$ cat config.mk
export PLATFORM = sky130hd
export DESIGN_NAME = game_ctrl
export DESIGN_NICKNAME = d
export VERILOG_FILES = /design/src/rtl/pong_pkg.sv /design/src/rtl/frame_tick.sv /design/src/rtl/game_ctrl.sv
export SDC_FILE = /design/constraint.sdc
export NUM_CORES = 1
export LEC_CHECK = 0
export CELL_PAD_IN_SITES_DETAIL_PLACEMENT = 0
export CELL_PAD_IN_SITES_GLOBAL_PLACEMENT = 1
export CORE_ASPECT_RATIO = 1.1
export CORE_MARGIN = 3
export CORE_UTILIZATION = 30
export CTS_BUF_LIST = sky130_fd_sc_hd__clkbuf_8 sky130_fd_sc_hd__clkbuf_16
export CTS_CLUSTER_DIAMETER = 100
export CTS_CLUSTER_SIZE = 14
export DETAILED_ROUTE_END_ITERATION = 7
export GPL_TIMING_DRIVEN = 0
export PLACE_DENSITY = 0.74
export SETUP_SLACK_MARGIN = 0.3
export SLEW_MARGIN = 20
export SYNTH_ARGS = -nofsm -noshare
export SYNTH_HDL_FRONTEND = slang
export SYNTH_SLANG_ARGS = --single-unit
$ cat constraint.sdc
create_clock -name clk -period 2 [get_ports clk]
set_input_delay 0.4 -clock clk [delete_from_list [all_inputs] [get_ports clk]]
set_output_delay 0.4 -clock clk [all_outputs]
set_load 0.005 [all_outputs]
$ cat src/rtl/pong_pkg.sv
// Shared Pong definitions: match states, winner codes and screen geometry.
package pong_pkg;

  typedef enum logic [2:0] {
    ST_IDLE  = 3'd0,
    ST_SERVE = 3'd1,
    ST_PLAY  = 3'd2,
    ST_POINT = 3'd3,
    ST_OVER  = 3'd4
  } state_e;

  typedef enum logic [1:0] {
    WIN_NONE = 2'd0,
    WIN_P1   = 2'd1,
    WIN_P2   = 2'd2
  } winner_e;

  localparam int unsigned TICK_Y_DEF = 481;
  localparam int unsigned X_MAX      = 639;
  localparam int unsigned Y_MAX      = 479;

endpackage

$ cat src/rtl/frame_tick.sv
// One-cycle pulse per frame, taken from the first cycle the scan
// position sits on (x == 0, y == TICK_Y).
import pong_pkg::*;

module frame_tick #(
  parameter int unsigned TICK_Y = TICK_Y_DEF
) (
  input  logic       clk,
  input  logic       reset,
  input  logic [9:0] x_i,
  input  logic [9:0] y_i,
  output logic       tick_o
);

  logic hit_d;
  logic hit_q;
  logic hit_prev_q;

  assign hit_d = (y_i == 10'(TICK_Y)) && (x_i == 10'd0);

  always_ff @(posedge clk or posedge reset) begin
    if (reset) begin
      hit_q      <= 1'b0;
      hit_prev_q <= 1'b0;
    end else begin
      hit_q      <= hit_d;
      hit_prev_q <= hit_q;
    end
  end

  // x may rest at 0 for several clocks; only the first one counts
  assign tick_o = hit_q & ~hit_prev_q;

endmodule

$ cat src/rtl/game_ctrl.sv
// Pong match sequencer: frame-timed serve and point pauses, scoring,
// and the enable/reset strobes for the paddle and ball blocks.
import pong_pkg::*;

module game_ctrl #(
  parameter int unsigned WIN_SCORE    = 7,
  parameter int unsigned SERVE_FRAMES = 60,
  parameter int unsigned POINT_FRAMES = 90,
  parameter int unsigned TICK_Y       = TICK_Y_DEF
) (
  input  logic       clk,
  input  logic       reset,
  input  logic [9:0] x,
  input  logic [9:0] y,
  input  logic       start,
  input  logic       miss1,
  input  logic       miss2,
  output logic       pad_en,
  output logic       ball_en,
  output logic       ball_rst,
  output logic       serve_dir,
  output logic [3:0] score1,
  output logic [3:0] score2,
  output logic [1:0] winner,
  output logic [2:0] state
);

  state_e     state_q, state_d;
  logic [3:0] s1_q, s1_d;
  logic [3:0] s2_q, s2_d;
  logic [1:0] win_q, win_d;
  logic       dir_q, dir_d;
  logic [7:0] cnt_q, cnt_d;
  logic       start_q;
  logic       pad_en_q, pad_en_d;
  logic       ball_en_q, ball_en_d;
  logic       ball_rst_q, ball_rst_d;
  logic       tick;
  logic       start_edge;

  frame_tick #(
    .TICK_Y (TICK_Y)
  ) u_tick (
    .clk    (clk),
    .reset  (reset),
    .x_i    (x),
    .y_i    (y),
    .tick_o (tick)
  );

  assign start_edge = start & ~start_q;

  always_comb begin
    state_d = state_q;
    s1_d    = s1_q;
    s2_d    = s2_q;
    win_d   = win_q;
    dir_d   = dir_q;
    cnt_d   = cnt_q;
    unique case (state_q)
      ST_IDLE, ST_OVER: begin
        if (start_edge) begin
          state_d = ST_SERVE;
          s1_d    = 4'd0;
          s2_d    = 4'd0;
          win_d   = WIN_NONE;
          cnt_d   = 8'(SERVE_FRAMES);
        end
      end
      ST_SERVE: begin
        if (tick) begin
          if (cnt_q == 8'd1) state_d = ST_PLAY;
          else cnt_d = cnt_q - 8'd1;
        end
      end
      ST_PLAY: begin
        if (miss1 || miss2) begin
          state_d = ST_POINT;
          cnt_d   = 8'(POINT_FRAMES);
        end
        // simultaneous misses replay the point with no score
        if (miss1 && !miss2) begin
          s2_d  = s2_q + 4'd1;
          dir_d = 1'b1;
          if (s2_d == 4'(WIN_SCORE)) begin
            state_d = ST_OVER;
            win_d   = WIN_P2;
          end
        end else if (miss2 && !miss1) begin
          s1_d  = s1_q + 4'd1;
          dir_d = 1'b0;
          if (s1_d == 4'(WIN_SCORE)) begin
            state_d = ST_OVER;
            win_d   = WIN_P1;
          end
        end
      end
      ST_POINT: begin
        if (tick) begin
          if (cnt_q == 8'd1) begin
            state_d = ST_SERVE;
            cnt_d   = 8'(SERVE_FRAMES);
          end else begin
            cnt_d = cnt_q - 8'd1;
          end
        end
      end
      default: state_d = ST_IDLE;
    endcase
    pad_en_d   = (state_d == ST_SERVE) || (state_d == ST_PLAY);
    ball_en_d  = (state_d == ST_PLAY);
    ball_rst_d = (state_d != ST_PLAY) && (state_d != ST_POINT);
  end

  always_ff @(posedge clk or posedge reset) begin
    if (reset) begin
      state_q    <= ST_IDLE;
      s1_q       <= 4'd0;
      s2_q       <= 4'd0;
      win_q      <= WIN_NONE;
      dir_q      <= 1'b0;
      cnt_q      <= 8'd0;
      start_q    <= 1'b0;
      pad_en_q   <= 1'b0;
      ball_en_q  <= 1'b0;
      ball_rst_q <= 1'b1;
    end else begin
      state_q    <= state_d;
      s1_q       <= s1_d;
      s2_q       <= s2_d;
      win_q      <= win_d;
      dir_q      <= dir_d;
      cnt_q      <= cnt_d;
      start_q    <= start;
      pad_en_q   <= pad_en_d;
      ball_en_q  <= ball_en_d;
      ball_rst_q <= ball_rst_d;
    end
  end

  assign state     = state_q;
  assign score1    = s1_q;
  assign score2    = s2_q;
  assign winner    = win_q;
  assign serve_dir = dir_q;
  assign pad_en    = pad_en_q;
  assign ball_en   = ball_en_q;
  assign ball_rst  = ball_rst_q;

endmodule

# Word level (Yosys, flattened, before mapping)
# Cells that the tools add are included.
[totals]
elab_cells = 93
ff_bits = 28
output_inout_bits = 17
[classes]
add_sub_neg = 3
reduce_logical = 19
bitwise = 4
mux = 32
n_eq_ne = 23
[op_table]
columns = ["operator", "count"]
rows = [
  ["$mux W8", 6],
  ["$pmux W8 S4", 1],
  ["$mux W3", 10],
  ["$mux W4", 4],
  ["$ne A2 B2 Y1 const B", 8],
  ["$pmux W4 S2", 2],
  ["$pmux W3 S4", 1],
  ["$eq A10 B9 Y1 const B", 1],
  ["$logic_not A10 Y1", 1],
  ["$mux W2", 5],
  ["$eq A3 B2 Y1 const B", 3],
  ["$ne A3 B3 Y1 const B", 3],
  ["$add A4 B1 Y4 const B", 2],
  ["$eq A4 B3 Y1 const B", 2],
  ["$eq A8 B1 Y1 const B", 1],
  ["$sub A8 B1 Y8 const B", 1],
  ["$eq A3 B1 Y1 const B", 2],
  ["$ne A3 B2 Y1 const B", 2],
  ["$reduce_and A6 Y1", 1],
  ["$reduce_and A5 Y1", 1],
  ["$logic_and A1 B1 Y1", 4],
  ["$pmux W2 S2", 1],
  ["$reduce_and A4 Y1", 1],
  ["$reduce_bool A2 Y1", 2],
  ["11 further kinds", 16],
]

# Depth between registers and ports, before layout
[logic_depth]
word_depth = 8
ltp_mapped = 8

# Hierarchy
# A second synthesis with hierarchy kept.
[hier_totals]
cells_unflattened = 185
hier_area_um2 = 1706.6
[by_module_without_submodules]
columns = ["module", "area_per_inst_um2", "seq_area_each_um2", "instances", "cells_each"]
rows = [
  ["game_ctrl", 1591.5, 651.9, 1, 174],
  ["frame_tick", 115.1, 50.0, 1, 11],
]

# Least setup slack after synthesis
# Ideal clock, no wire load.
[synth_timing]
kind = "flip-flop to flip-flop"
from = "register cnt_q[1]"
to = "register cnt_q[7]"
required_ns = 1.890
synth_period_minus_slack_ns = 1.785
t_arrival_ns = 1.675
stages_incl_launch_ff = 9
slack_ns = 0.215
cell_sequence = "dfrtp_1 -> inv_1 -> ha_1 -> or4b_4 -> o31ai_4 -> a22o_4 -> buf_12 -> o21ai_1 -> o41ai_1"
[synth_between]
elab_chain_cells = 4
[synth_lines]
columns = ["item", "line", "text"]
rows = [
  ["start, declared", "game_ctrl.sv:33", "logic [7:0] cnt_q, cnt_d;"],
  ["start signal, assigned", "game_ctrl.sv:133", "cnt_q <= cnt_d;"],
  ["$sub A8 B1 Y8 or $eq A8 B1 Y1 (tied branches)", "-", ""],
  ["$mux W8 (on tied branches)", "game_ctrl.sv:100, game_ctrl.sv:72", ""],
  ["$mux W8 (on tied branches)", "game_ctrl.sv:99, game_ctrl.sv:71", ""],
  ["$pmux W8 S4", "game_ctrl.sv:60", "unique case (state_q)"],
]
# Several ways; a longest one is shown, not always the timed one. The select of a mux whose other input is x is not followed.
# A chain may end at the register's enable or synchronous reset.

# Final worst setup path
# Same ends and word-level chain as after synthesis.

==> metrics.md <==
| Metric | Value |
|---|---|
| Status | `completed` |
| Die Area | `6750 µm²` |
| Iteration-0 DRC Markers | `60` |
| Area share of fa/ha/maj cells after synthesis | `6.47%` |
| XOR/XNOR share of the synthesized area | `1.01%` |
| Via count | `1,654` |
| Root buf cell | `clkbuf_8` |
| Worst vdd ir | `0.000269 V` |
| Cells after Synth | `196` |
| Post-layout util | `47.4%` |
| Die Y | `85.9 µm` |
| First-pass GRT wire length | `7.13 mm` |
| Power, Total | `1490 µW` |
| Share of post-route cells with drive strength above 1 | `26.4%` |
| Routed Wire Length | `4.22 mm` |
| Post-synth top flop | `dfrtp_1` |
| Fmax | `536 MHz` |
| Main combinational cell family by area after synthesis | `simple AND/OR/NAND/NOR gates` |
| Initial antenna violation count | `0` |
| Mean number of vias per cell | `4.97` |
| Core area | `5500 µm²` |
| # diodes | `0` |
| Period minus WS final | `1.87 ns` |
| # setup viols final | `0` |
| Mapped Nets | `230` |
| Final Cell Area | `2610 µm²` |
| Worst Setup End Kind | `flip-flop` |
| Max Root-Sink Buffers | `2` |
| Post-Synth Simple-Gate Area | `24.3%` |
| GR Overflow Total | `0` |
| Post-synth EDFFs | `0` |
| Port Buffer Count | `41` |
| Mux cell area share after synthesis | `0%` |
| Slew Limit Fails | `0` |
| Register area share after synthesis | `40.4%` |
| Num CTS Buffers | `3` |
| Most frequent cells in the layout | `clkdlybuf4s50_1 (36), dfrtp_1 (21), nor2_1 (19), nand2_1 (19), buf_4 (16)` |
| Placed cell areas | `2260 µm²` |
| Data required time of the critical path | `2.18 ns` |
| Synth warn | `0` |
| CP max FO | `10` |
| Clk slew on worst S/H paths | `0.10 ns` |
| Skew final | `0.00285 ns` |
| Die W | `78.6 µm` |
| CP max-delay cell | `or4b_4` |
| Final Cycle Share | `93.3%` |
| Max cap viols | `0` |
| CP Cell Sequence | `inv_2 -> ha_4 -> or4b_4 -> o31ai_4 -> a22o_4 -> buf_12 -> o21ai_1 -> o41ai_1` |
| Post-synth ARST share | `100%` |
| Unrepaired setup endpoints after global routing | `true` |
| WS Path Type | `flip-flop to flip-flop` |
| DR WL/cell | `12.7 µm` |
| Pin count of the biggest net entering global routing | `29` |
| CTS tree | `done` |
| Vias in the first global route | `1,606` |
| Pre-antenna DRT Iters | `4` |
| # fillers | `532` |
| Power per cell area | `572 nW/µm²` |
| Final hold violation count | `0` |
| Synthesized flop and latch total | `28` |
| Slew margin rel. | `60.6%` |
| Synth cell types | `53` |
| Least-Margin Pin Slew | `0.590 ns` |
| H-tree Lvls | `1` |
| Hold_buf cts | `0` |
| Commonest non-fill, non-tap cell in the layout | `clkdlybuf4s50_1` |
| Leak | `0.00106 µW` |
| Mapped Area | `1740 µm²` |
| CTS sink cnt | `28` |
| GP Congestion | `0.766` |
| # nets final | `293` |
| Final ANT Viol Nets | `0` |
| Largest stage delay on the critical path | `0.51 ns` |
| Post-synthesis compound-gate area fraction | `22.4%` |
| Worst Path Arrival | `2.04 ns` |
| Skew-Pair Late Insertion Delay | `0.28 ns` |
| All-Layer GR Usage | `12.9%` |
| Post-DP HPWL | `2.93 mm` |
| Synthesized area per cell | `8.87 µm²` |
| HP Class | `flip-flop to flip-flop` |
| Cell Rows | `28` |
| DRC Markers | `0` |
| Ports | `42` |
| Starting Density | `31.6%` |
| Setup crit start kind | `flip-flop` |
| Area delta synth->final | `50.0%` |
-- where the power goes --
| group | total (µW) | switching, µW | internal [µW] | leakage, µW |
|---|---|---|---|---|
| sequential | 691 | 69.1 | 622 | 0.000348 |
| clock | 452 | 184 | 268 | 0.0000357 |
| combinational | 348 | 154 | 195 | 0.000674 |
| total | 1490 | 407 | 1080 | 0.00106 |
-- metal layers --
layer  global-route usage, %  vias to the layer above  wire [µm]
li1                        -                      828          -
met1                    15.4                      771       1840
met2                    22.4                       46       2060
met3                    2.21                        9        210
met4                    6.20                        0        106
met5                       0                        -          0
-- path summary, 6_finish.rpt --
check | start | end | slack (ns) | depth (start not counted)
min in group asynchronous | reset | cnt_q[4]$_DFFE_PP0P_ | 0.50 | 2
max in group asynchronous | reset | score1[2]$_DFFE_PP0P_ | 1.08 | 2
worst min-delay path | u_tick.hit_q$_DFF_PP0_ | u_tick.hit_prev_q$_DFF_PP0_ | 0.39 | 0
worst min register to register | u_tick.hit_q$_DFF_PP0_ | u_tick.hit_prev_q$_DFF_PP0_ | 0.39 | 0
worst max-delay path | cnt_q[1]$_DFFE_PP0P_ | cnt_q[7]$_DFFE_PP0P_ | 0.13 | 8
worst max register to register | cnt_q[1]$_DFFE_PP0P_ | cnt_q[7]$_DFFE_PP0P_ | 0.13 | 8
-- critical path: cells and delay by family, from the launching register on --
| kind | cells | cell delay (ns) |
|---|---|---|
| adder cells (fa/ha/maj) | 1 | 0.13 |
| AND/OR/NAND/NOR | 1 | 0.51 |
| flip-flops | 1 | 0.40 |
| buffers and inverters | 2 | 0.22 |
| AO/OA/AOI/OAI | 4 | 0.51 |
-- cells by family after synthesis --
kind of cell | count (synthesis)
flip-flops | 28
XOR/XNOR | 2
AND/OR/NAND/NOR | 83
adder cells (fa/ha/maj) | 9
AO/OA/AOI/OAI | 55
buffers and inverters | 19
-- through the flow --
step	hold slack (ns)	setup WS [ns]	instances	setup TNS (ns)
after floorplan	0.347	0.255	196	0
after global placement	0.355	-0.245	312	-2.24
after detailed placement	0.362	-0.254	312	-2.55
after CTS	0.386	0.137	332	0
after global routing	0.404	0.0552	333	0
final	0.389	0.134	333	0
-- sequential cells by signal, summed over array words and instances, names as in the netlist, 2 cells and up --
signal  flops
cnt_q       8
state       3
winner      2
score1      4
score2      4
-- cells in the mapped netlist (all sizes together) (2+ instances only) --
cell     n  share of area (%)
dfrtp   27                 39
nor2    21                4.5
nand2   20                4.5
o21ai   19                5.5
inv     12                2.6
nand3   11                3.2
a21oi   10                3.1
nor3    10                3.5
ha       9                6.5
nor2b    8                2.9
buf      4                2.2
a21o     3                1.3
clkbuf   3               0.65
nor4b    3                1.5
o31ai    3                2.4
nor4     2               0.72
o211ai   2               0.86
o22ai    2               0.72
or3      2               0.72
-- area by class of cell --
cell class                      instances  area (µm²)  share of cell area [%]
Buffer                                  7        56.3                    2.16
Clock buffer                            3        41.3                    1.58
Clock inverter                          1        30.0                    1.15
Inverter                               12        50.0                    1.92
Multi-Input combinational cell        149        1070                    41.2
Sequential cell                        28         709                    27.2
Tap cell                               75        93.8                    3.60
Timing Repair Buffer                   58         554                    21.2
-- repair_timing --
action | 4_1_cts | 5_1_grt
buffers inserted | 16 | 1
setup endpoints to repair | 19 | 24
pin swaps | 8 | 12
gates resized for setup | 19 | 26
hold endpoints to repair | 0 | 0
Note: power is estimated with default switching activity, not from simulation.
